<file path="config.mk">
export PLATFORM = sky130hd
export DESIGN_NAME = vending_ctrl_multi_flat
export DESIGN_NICKNAME = d
export VERILOG_FILES = /design/src/rtl/vending_ctrl_multi_pkg.sv /design/src/rtl/vending_ctrl_multi_if.sv /design/src/rtl/vending_ctrl_multi_tick_timer.sv /design/src/rtl/vending_ctrl_multi.sv /design/src/flat_wrapper.sv
export SDC_FILE = /design/constraint.sdc
export NUM_CORES = 1
export LEC_CHECK = 0
export BUFFER_PORTS_ARGS = -buffer_cell sky130_fd_sc_hd__buf_2
export CORE_ASPECT_RATIO = 1.75
export CORE_MARGIN = 1
export CORE_UTILIZATION = 55
export CTS_CLUSTER_SIZE = 12
export DETAILED_ROUTE_END_ITERATION = 12
export GPL_TIMING_DRIVEN = 0
export PLACE_DENSITY = 0.78
export SYNTH_ARGS = -nofsm -noshare
export SYNTH_HDL_FRONTEND = slang
export SYNTH_SLANG_ARGS = --single-unit
export TNS_END_PERCENT = 30
</file>
<file path="constraint.sdc">
create_clock -name clk -period 6.8 [get_ports clk]
set_input_delay 0.68 -clock clk [delete_from_list [all_inputs] [get_ports clk]]
set_output_delay 0.68 -clock clk [all_outputs]
set_load 0.02 [all_outputs]
</file>
<file path="src/rtl/vending_ctrl_multi_pkg.sv">
// Shared types and helpers for the multi-product vending controller.
package vending_pkg;

    typedef enum logic [1:0] {
        IDLE     = 2'd0,
        CREDIT   = 2'd1,
        DISPENSE = 2'd2,
        CHANGE   = 2'd3
    } state_t;

    // Four products of 4-bit prices: p0=2, p1=3, p2=5, p3=7.
    localparam logic [15:0] DEFAULT_PRICES = 16'h7532;

    // Widest packed price vector the extract helper accepts.
    localparam int PRICE_VEC_W = 256;

    // Pull the price of product idx out of a packed vector of cw-bit fields.
    function automatic logic [31:0] price_of(input logic [PRICE_VEC_W-1:0] prices,
                                             input int cw, input int idx);
        logic [31:0] p;
        p = '0;
        for (int b = 0; b < 32; b++) begin
            if (b < cw && (idx * cw + b) < PRICE_VEC_W) begin
                p[b] = prices[idx * cw + b];
            end
        end
        return p;
    endfunction

endpackage

</file>
<file path="src/rtl/vending_ctrl_multi_if.sv">
// User-facing bus of the vending controller: request inputs and status outputs.
interface vending_ctrl_multi_if #(
    parameter int CREDIT_W = 4,
    parameter int PROD_W   = 2
);
    logic                tick;
    logic [1:0]          coin_val;
    logic [PROD_W-1:0]   sel;
    logic                buy;
    logic                cancel;
    logic [CREDIT_W-1:0] credit;
    logic                dispense;
    logic [PROD_W-1:0]   prod_out;
    logic                change_pulse;
    logic                coin_reject;
    logic                insufficient;
    logic                busy;

    modport master (
        output tick, coin_val, sel, buy, cancel,
        input  credit, dispense, prod_out, change_pulse, coin_reject, insufficient, busy
    );

    modport slave (
        input  tick, coin_val, sel, buy, cancel,
        output credit, dispense, prod_out, change_pulse, coin_reject, insufficient, busy
    );
endinterface

</file>
<file path="src/rtl/vending_ctrl_multi_tick_timer.sv">
// Loadable down-counter that only advances on tick; done when it has reached zero.
module vend_tick_timer #(
    parameter int W = 4
) (
    input  logic         clk,
    input  logic         rst_n,
    input  logic         tick,
    input  logic         load,
    input  logic         en,
    input  logic [W-1:0] load_val,
    output logic         done
);
    logic [W-1:0] count;

    // Load has priority; otherwise count down on enabled ticks and park at zero.
    always_ff @(posedge clk) begin
        if (!rst_n) begin
            count <= '0;
        end else if (load) begin
            count <= load_val;
        end else if (tick && en && count != '0) begin
            count <= count - W'(1);
        end
    end

    assign done = (count == '0);
endmodule

</file>
<file path="src/rtl/vending_ctrl_multi.sv">
// Multi-product vending controller advancing on an external tick strobe.
module vending_ctrl_multi
    import vending_pkg::*;
#(
    parameter int CREDIT_W      = 4,
    parameter int NUM_PROD      = 4,
    parameter int PROD_W        = 2,
    parameter logic [NUM_PROD*CREDIT_W-1:0] PRICES = DEFAULT_PRICES,
    parameter int DISP_TICKS    = 3,
    parameter int TIMEOUT_TICKS = 15
) (
    input logic clk,
    input logic rst_n,
    vending_ctrl_multi_if.slave bus
);
    localparam int MAX_CREDIT = (1 << CREDIT_W) - 1;
    localparam int DISP_W     = $clog2(DISP_TICKS + 1);
    localparam int TO_W       = (TIMEOUT_TICKS > 0) ? $clog2(TIMEOUT_TICKS + 1) : 1;
    // Timers are loaded with N-1 so the exit decision lands on the N-th tick.
    localparam logic [DISP_W-1:0] DISP_LOAD = DISP_W'(DISP_TICKS - 1);
    localparam logic [TO_W-1:0]   TO_LOAD   = (TIMEOUT_TICKS > 0) ? TO_W'(TIMEOUT_TICKS - 1) : '0;

    state_t              state, state_n;
    logic [CREDIT_W-1:0] credit_q, credit_n;
    logic [PROD_W-1:0]   prod_q, prod_n;
    logic                disp_q, disp_n;
    logic                chg_q, chg_n, rej_q, rej_n, ins_q, ins_n;
    logic                disp_load, disp_en, disp_done;
    logic                to_load, to_en, to_done;
    logic                coin_in, coin_fits, sel_ok;
    logic [CREDIT_W-1:0] price;

    assign coin_in   = (bus.coin_val != 2'd0);
    assign coin_fits = (int'(credit_q) + int'(bus.coin_val)) <= MAX_CREDIT;
    assign sel_ok    = int'(bus.sel) < NUM_PROD;
    assign price     = CREDIT_W'(price_of(PRICE_VEC_W'(PRICES), CREDIT_W, int'(bus.sel)));

    vend_tick_timer #(.W(DISP_W)) u_disp_timer (
        .clk(clk), .rst_n(rst_n), .tick(bus.tick), .load(disp_load),
        .en(disp_en), .load_val(DISP_LOAD), .done(disp_done)
    );

    vend_tick_timer #(.W(TO_W)) u_idle_timer (
        .clk(clk), .rst_n(rst_n), .tick(bus.tick), .load(to_load),
        .en(to_en), .load_val(TO_LOAD), .done(to_done)
    );

    // Next-state and next-output decode; nothing moves unless tick is high.
    always_comb begin
        state_n   = state;
        credit_n  = credit_q;
        prod_n    = prod_q;
        disp_n    = disp_q;
        chg_n     = 1'b0;
        rej_n     = 1'b0;
        ins_n     = 1'b0;
        disp_load = 1'b0;
        disp_en   = 1'b0;
        to_load   = 1'b0;
        to_en     = 1'b0;
        if (bus.tick) begin
            unique case (state)
                IDLE, CREDIT: begin
                    // Any user event restarts the idle timeout.
                    if (bus.cancel || bus.buy || coin_in) to_load = 1'b1;
                    if (bus.cancel) begin
                        rej_n = coin_in;
                        if (state == CREDIT) state_n = CHANGE;
                    end else if (bus.buy) begin
                        rej_n = coin_in;
                        if (sel_ok && credit_q >= price) begin
                            credit_n  = credit_q - price;
                            prod_n    = bus.sel;
                            disp_n    = 1'b1;
                            disp_load = 1'b1;
                            state_n   = DISPENSE;
                        end else begin
                            ins_n = 1'b1;
                        end
                    end else if (coin_in) begin
                        if (coin_fits) begin
                            credit_n = credit_q + CREDIT_W'(bus.coin_val);
                            state_n  = CREDIT;
                        end else begin
                            rej_n = 1'b1;
                        end
                    end else if (state == CREDIT && TIMEOUT_TICKS != 0) begin
                        if (to_done) begin
                            state_n = CHANGE;
                            to_load = 1'b1;
                        end else begin
                            to_en = 1'b1;
                        end
                    end
                end
                DISPENSE: begin
                    rej_n = coin_in;
                    if (disp_done) begin
                        disp_n  = 1'b0;
                        prod_n  = '0;
                        state_n = (credit_q != '0) ? CHANGE : IDLE;
                    end else begin
                        disp_en = 1'b1;
                    end
                end
                CHANGE: begin
                    rej_n = coin_in;
                    if (credit_q != '0) begin
                        chg_n    = 1'b1;
                        credit_n = credit_q - CREDIT_W'(1);
                    end
                    if (credit_q <= CREDIT_W'(1)) state_n = IDLE;
                end
                default: state_n = IDLE;
            endcase
        end
    end

    // State, credit and registered outputs; pulses self-clear on non-tick cycles.
    always_ff @(posedge clk) begin
        if (!rst_n) begin
            state    <= IDLE;
            credit_q <= '0;
            prod_q   <= '0;
            disp_q   <= 1'b0;
            chg_q    <= 1'b0;
            rej_q    <= 1'b0;
            ins_q    <= 1'b0;
        end else begin
            state    <= state_n;
            credit_q <= credit_n;
            prod_q   <= prod_n;
            disp_q   <= disp_n;
            chg_q    <= chg_n;
            rej_q    <= rej_n;
            ins_q    <= ins_n;
        end
    end

    assign bus.credit       = credit_q;
    assign bus.dispense     = disp_q;
    assign bus.prod_out     = prod_q;
    assign bus.change_pulse = chg_q;
    assign bus.coin_reject  = rej_q;
    assign bus.insufficient = ins_q;
    assign bus.busy         = (state == DISPENSE) || (state == CHANGE);
endmodule
</file>
<file path="src/flat_wrapper.sv">
// flat-port wrapper written by rule: the top's interface ports become plain ports
module vending_ctrl_multi_flat import vending_pkg::*;
#(
    parameter int CREDIT_W      = 4,
    parameter int NUM_PROD      = 4,
    parameter int PROD_W        = 2,
    parameter logic [NUM_PROD*CREDIT_W-1:0] PRICES = DEFAULT_PRICES,
    parameter int DISP_TICKS    = 3,
    parameter int TIMEOUT_TICKS = 15
)
  (clk, rst_n, bus_tick, bus_coin_val, bus_sel, bus_buy, bus_cancel, bus_credit, bus_dispense, bus_prod_out, bus_change_pulse, bus_coin_reject, bus_insufficient, bus_busy);
  vending_ctrl_multi_if #(.CREDIT_W(CREDIT_W), .PROD_W(PROD_W)) bus_i ();
  input logic clk;
  input logic rst_n;
  input wire logic [$bits(bus_i.tick)-1:0] bus_tick;
  input wire logic [$bits(bus_i.coin_val)-1:0] bus_coin_val;
  input wire logic [$bits(bus_i.sel)-1:0] bus_sel;
  input wire logic [$bits(bus_i.buy)-1:0] bus_buy;
  input wire logic [$bits(bus_i.cancel)-1:0] bus_cancel;
  output wire logic [$bits(bus_i.credit)-1:0] bus_credit;
  output wire logic [$bits(bus_i.dispense)-1:0] bus_dispense;
  output wire logic [$bits(bus_i.prod_out)-1:0] bus_prod_out;
  output wire logic [$bits(bus_i.change_pulse)-1:0] bus_change_pulse;
  output wire logic [$bits(bus_i.coin_reject)-1:0] bus_coin_reject;
  output wire logic [$bits(bus_i.insufficient)-1:0] bus_insufficient;
  output wire logic [$bits(bus_i.busy)-1:0] bus_busy;
  assign bus_i.tick = bus_tick;
  assign bus_i.coin_val = bus_coin_val;
  assign bus_i.sel = bus_sel;
  assign bus_i.buy = bus_buy;
  assign bus_i.cancel = bus_cancel;
  assign bus_credit = bus_i.credit;
  assign bus_dispense = bus_i.dispense;
  assign bus_prod_out = bus_i.prod_out;
  assign bus_change_pulse = bus_i.change_pulse;
  assign bus_coin_reject = bus_i.coin_reject;
  assign bus_insufficient = bus_i.insufficient;
  assign bus_busy = bus_i.busy;
  vending_ctrl_multi #(.CREDIT_W(CREDIT_W), .NUM_PROD(NUM_PROD), .PROD_W(PROD_W), .PRICES(PRICES), .DISP_TICKS(DISP_TICKS), .TIMEOUT_TICKS(TIMEOUT_TICKS)) u_core (.clk(clk), .rst_n(rst_n), .bus(bus_i));
endmodule
</file>
==> results of run 1 <==
## worst register-to-register path, stage by stage, from the launching register on
cell and delay (ps):
dfxtp_1 370, inv_1 140, ha_1 180, inv_1 50
fa_1 390, a211oi_1 370, a21boi_0 220, o311ai_2 480
nor4b_1 120, a31o_2 230
## cells by family after synthesis
family                   after synthesis  synth area share
AND/OR/NAND/NOR                       60             0.246
AO/OA/AOI/OAI                         42             0.225
buffers and inverters                 23            0.0690
flip-flops                            18             0.276
adder cells (fa/ha/maj)               12             0.126
XOR/XNOR                               4            0.0268
multiplexers                           4            0.0307
## final timing paths
path / start / end
worst max-delay path: bus_sel[0] / u_core.bus.credit[0]
worst min-delay path: u_core.bus.prod_out[1] / u_core.bus.prod_out[1]
worst max register to register: u_core.bus.credit[0] / u_core.bus.credit[0]
worst min register to register: u_core.bus.prod_out[1] / u_core.bus.prod_out[1]
## sequential cells by signal, summed over array words and instances, names as in the netlist
name,cells
u_core.state,2
u_core.bus.coin_reject,1
u_core.u_idle_timer.count,4
u_core.u_disp_timer.count,2
u_core.bus.credit,4
u_core.bus.prod_out,2
u_core.bus.change_pulse,1
u_core.bus.insufficient,1
u_core.bus.dispense,1
## synth_stat cells, drive strengths merged, types with 2 or more instances
cell type / n / area, um^2
dfxtp: 18 / 360
inv: 16 / 60.1
nand2: 15 / 56.3
nor2: 11 / 41.3
a21boi: 10 / 75.1
ha: 10 / 125
o21ai: 9 / 45.0
nor3: 7 / 35.0
a21oi: 5 / 25.0
clkbuf: 5 / 20.0
a211oi: 4 / 30.0
mux2i: 4 / 40.0
nand3: 4 / 20.0
nand4: 3 / 18.8
xnor2: 3 / 26.3
a31o: 2 / 17.5
and2: 2 / 12.5
and3: 2 / 12.5
buf: 2 / 10.0
fa: 2 / 40.0
nand2b: 2 / 12.5
nor2b: 2 / 12.5
nor3b: 2 / 15.0
o31ai: 2 / 15.0
or3: 2 / 12.5
or3b: 2 / 22.5
## final cells by class
class	count	area share
multi-input combinational	122	0.577
inverter	16	0.0405
timing repair buffer	18	0.0608
clock buffer	4	0.0371
sequential	18	0.243
buffer	7	0.0203
tap	25	0.0211
## stage by stage
| stage | cell area [um^2] | setup WS (ps) | util | power, uW |
|---|---|---|---|---|
| 2_1_floorplan | 1310 | 4220 | - | 179 |
| 3_5_place_dp | 1430 | 3800 | 0.628 | 202 |
| 5_1_grt | 1480 | 3870 | 0.652 | 306 |
| 4_1_cts | 1480 | 4050 | 0.652 | 289 |
| 3_3_place_gp | 1430 | 3880 | 0.628 | 199 |
| 6_report | 1480 | 4060 | 0.652 | 289 |
## metal layers
layer	wire length (um)	global-route usage	vias to the layer above
li1	-	-	623
met1	1220	0.273	579
met2	1820	0.496	36
met3	100	0.0433	6
met4	55	0.112	0
met5	0	0	-
## where the power goes
group | leakage (uW) | internal (uW) | switching, uW
Combinational | 0.000463 | 32.8 | 50.6
Sequential | 0.000147 | 112 | 5.59
Clock | 0.0000288 | 51.4 | 36.0
Total | 0.000639 | 196 | 92.2
==> run metrics, run 1 <==
area grow syn2layout=13.5%; final hold violations=0; drt drc=0; Worst-Margin Slew=460 ps; DIE AREA=0.00258 mm^2; Post-CTS Resized=0; Routability Congestion=0.952; maxcap violations=0; FF+latch area=360 um^2; dpl hpwl=2550 um; Netlist Area Pre-Place=0.00131 mm^2; CTS sink cnt=18; final non-filler cell total=210; cts bufs inserted=3; critical path data arrival time=2900 ps; synthesis warning total=0; fillers=203; fin nets=207; hold slack=470 ps; Vias/cell=5.92; status=completed; skew final=6.76 ps; Final Max Tran Viols=0; final WL=3190 um; post-synth net total=184; clk_lat worst skew=250 ps; Slowest-stage cell, CP=o311ai_2; largest fanout on the critical path=5; WL per Instance=15.2 um; most frequent cells in the layout=buf_2 (20), dfxtp_1 (18), inv_1 (16), nand2_1 (15), nor2_1 (11); initial antenna violation count=0; # H-tree levels=1; leak pwr=0.000639 uW; final worst-path cycle share=0.404; First-pass DRT Iterations=4; final setup vio count=0; Max Freq=364 MHz; multi-input combinational cell area=856 um^2; initial core utilization=0.575; setup TNS=0 ps; pin count of the biggest net entering global routing=11; Critical Path RT=6950 ps; # hold bufs at CTS=0; Cell Pwr Density=195 mW/mm^2; sequential area share after synthesis=0.276; Worst IR Drop VDD=160 uV; diode count=0; vias=1244; Synth Instances=163; Post-CTS Setup Bufs=0; crit path cell chain=buf_2 > or2_2 > ha_1 > inv_1 > fa_1 > a211oi_1 > a21boi_0 > o311ai_2 > nor4b_1 > a31o_2; worst rel slew slack=0.693; antenna-violating nets left=0; library cells used by synthesis=46; cell family with most CP delay=compound AO/OA/AOI/OAI gates; site row count=23; Overflow after GRT=0; die width=38.8 um; register bit total from synthesis=18; IO Pins=20; number of global-route vias before repair=1180; type of the most critical hold path=flop to flop; Hold Crit Depth=2; clk buf depth=2; WP buf/inv=2; clock slew at reported path FFs=70 ps; root buf cell=clkbuf_8; initial drt markers=43; Reg2Reg Setup Slack=4150 ps; crit end category=flop; WS Path Type=primary input to flop; GRT Overall Usage=0.267; share of layout cells above drive strength 1=0.173; max incr delay on CP=480 ps; Placeable Area=0.00227 mm^2; Die H=66.5 um; CTS tree=done; commonest non-fill, non-tap cell in the layout=buf_2; critical path depth=10; unrepaired setup endpoints after global routing=false; main flop type after synthesis=dfxtp_1; ys async rst share=0; Inst Count DP=206; CP startpoint kind=primary input; Post-synth EDFFs=0; Period minus WS final=2740 ps; port buffer count=18; global-route wire length before repair=4980 um; syn_area_per_cell=8.01 um^2; r2r worst-path depth=9
(Power assumes the default switching activity.)
==> inputs of run 2 (changes only) <==
--- a/config.mk
+++ b/config.mk
@@ -5,14 +5,15 @@
 export SDC_FILE = /design/constraint.sdc
 export NUM_CORES = 1
 export LEC_CHECK = 0
+export ABC_AREA = 1
 export BUFFER_PORTS_ARGS = -buffer_cell sky130_fd_sc_hd__buf_2
 export CORE_ASPECT_RATIO = 1.75
 export CORE_MARGIN = 1
-export CORE_UTILIZATION = 55
+export CORE_UTILIZATION = 51
 export CTS_CLUSTER_SIZE = 12
 export DETAILED_ROUTE_END_ITERATION = 12
 export GPL_TIMING_DRIVEN = 0
-export PLACE_DENSITY = 0.78
+export PLACE_DENSITY = 0.75
 export SYNTH_ARGS = -nofsm -noshare
 export SYNTH_HDL_FRONTEND = slang
 export SYNTH_SLANG_ARGS = --single-unit
==> constraint.sdc (replaced) <==
create_clock -name clk -period 2.2 [get_ports clk]
set_input_delay 0.22 -clock clk [delete_from_list [all_inputs] [get_ports clk]]
set_output_delay 0.22 -clock clk [all_outputs]
set_load 0.02 [all_outputs]
==> run 2 against run 1 <==
Final cell count up 21%. Count of clock-buffer cells in the layout unchanged. Wire length down 2.8%. Global-route usage down 1.3 points.
==> run metrics, run 2 <==
Non-Filler Cell Area, Final=0.00153 mm^2; Final Max Tran Viols=0; Reg2Reg Setup Slack=210 ps; unrepaired setup endpoints after global routing=false; placed inst area=0.00147 mm^2; drt drc=0; sequential area share after synthesis=0.267; leading area contributor after synthesis=dfxtp_1; CP startpoint kind=flop; Overflow after GRT=0; # hold bufs at CTS=0; commonest non-fill, non-tap cell in the layout=nand2_1; Critical Path RT=2350 ps; Routability Congestion=0.817; top post-synthesis cells by count=nand2_1 (49), nor2_1 (31), inv_1 (26), dfxtp_1 (18), a21oi_1 (15); WL per Instance=12.2 um; CTS sink cnt=18; final WL=3100 um; vias=1359; Max Freq=502 MHz; Cell Pwr Density=582 mW/mm^2; initial drt markers=24; port buffer count=18; share of layout cells above drive strength 1=0.175; First-pass DRT Iterations=4; clk buf depth=2; dpl hpwl=2540 um; diode count=0; synthesis warning total=0; IO Pins=20; clock slew at reported path FFs=70 ps; final worst-path cycle share=0.905; main flop type after synthesis=dfxtp_1; Post-CTS Resized=0; WS Path Type=flop to flop; RR Startpoint=u_core.bus.credit[0]; post-synth net total=227; largest fanout on the critical path=5; fin nets=250; critical path data arrival time=2140 ps; syn_area_per_cell=6.56 um^2; maxcap violations=0; most frequent cells in the layout=nand2_1 (49), nor2_1 (30), inv_1 (26), buf_2 (19), dfxtp_1 (18); end of the worst hold path=u_core.bus.prod_out[1]; cts bufs inserted=3; status=completed; # H-tree levels=1; skew final=4.03 ps; crit end category=flop; Hold Startpoint=bus_sel[1]; antenna-violating nets left=0; register bit total from synthesis=18; count leader, synth=nand2_1; Die H=70.1 um; Netlist Area Pre-Place=0.00135 mm^2; area grow syn2layout=13.3%; GR peak layer=met2; initial core utilization=0.542; library cells used by synthesis=28; Area contributors post-synth=dfxtp_1 (27%), nand2_1 (14%), ha_1 (9.3%); pin count of the biggest net entering global routing=11; clk_lat worst skew=260 ps; final setup vio count=0; CTS tree=done; r2r worst-path depth=12; routing usage on met2=0.443; number of global-route vias before repair=1250; Period minus WS final=1990 ps; Synth top area share=0.267; FF+latch area=360 um^2; global-route wire length before repair=5090 um; Post-synth EDFFs=0; die width=40.9 um; Setup crit start=u_core.bus.credit[0]; GRT Overall Usage=0.254; Worst-Margin Slew=297 ps; GRT met3 Usage=0.0381; Synth Instances=206; initial antenna violation count=0; Vias/cell=5.35; type of the most critical hold path=primary input to flop; Worst IR Drop VDD=397 uV; root buf cell=clkbuf_8; M1 GR Usage=0.259; ys async rst share=0; Placeable Area=0.00249 mm^2; multi-input combinational cell area=846 um^2; Hold Crit Depth=3; R2R Path End=u_core.bus.credit[3]; fillers=268; leak pwr=0.000758 uW; DIE AREA=0.00287 mm^2; Post-CTS Setup Bufs=0; worst rel slew slack=0.802; site row count=24; setup TNS=0 ps; final hold violations=0
run 2: changes by cell type after synthesis, sizes merged, moves of 5 or more:
cell	change
nand2	+34
nor3	-5
nand3	+9
a21boi	-10
a21oi	+11
nor2	+26
inv	+14
run 2: kinds of logic after synthesis:
logic type      after synthesis  synth area share
simple gates                107             0.353
buf+inv                      35             0.109
fa+ha+maj                    12             0.122
flops                        18             0.267
compound gates               29             0.117
xor+xnor                      5            0.0324
run 2: final cells by class:
cell class / instances / area share
Timing Repair Buffer: 18 / 0.0588
Inverter: 31 / 0.0760
Tap cell: 26 / 0.0212
Multi-Input combinational cell: 153 / 0.552
Sequential cell: 18 / 0.235
Buffer: 4 / 0.0204
Clock buffer: 4 / 0.0359
run 2: where the power goes:
part | total [uW] | leakage (uW) | switching [uW] | internal (uW)
combinational | 253 | 0.000583 | 161 | 92.4
sequential | 364 | 0.000147 | 19.5 | 344
clock | 274 | 0.0000288 | 115 | 159
run 2: critical path, stage by stage (launching register included):
cell and delay [ps]:
dfxtp_1 360, inv_1 130, ha_1 180, inv_1 60
fa_1 390, nand2_1 70, nand2_1 70, nor2_2 160
nand2_1 90, nand3_2 140, inv_2 70, a21oi_1 120
nor2_1 60
run 2: worst max-delay path by stage:
stage | end | slack (ps)
finish | u_core.bus.credit[3] | 210
global route | u_core.bus.credit[3] | 40
CTS | u_core.bus.credit[3] | 130
detailed placement | u_core.bus.credit[3] | 150
global placement | u_core.state[0] | 190
floorplan | u_core.bus.credit[3] | 290
run 2: per-layer routing:
| layer | routed length [um] | share of wire | vias to the layer above |
|---|---|---|---|
| li1 | - | - | 699 |
| met1 | 1200 | 0.39 | 621 |
| met2 | 1720 | 0.56 | 27 |
| met3 | 65 | 0.021 | 12 |
| met4 | 117 | 0.038 | 0 |
| met5 | 0 | 0 | - |
run 2: through the flow:
| stage | total power, uW | instances | utilization | hold slack [ps] | worst slack (ps) |
|---|---|---|---|---|---|
| global route | 953 | 254 | 0.614 | 231 | 39.7 |
| global placement | 619 | 250 | 0.591 | 451 | 193 |
| detailed placement | 623 | 250 | 0.591 | 454 | 147 |
| finish | 891 | 254 | 0.614 | 235 | 209 |
| CTS | 897 | 254 | 0.613 | 232 | 134 |
| floorplan | 555 | 206 | - | 366 | 294 |
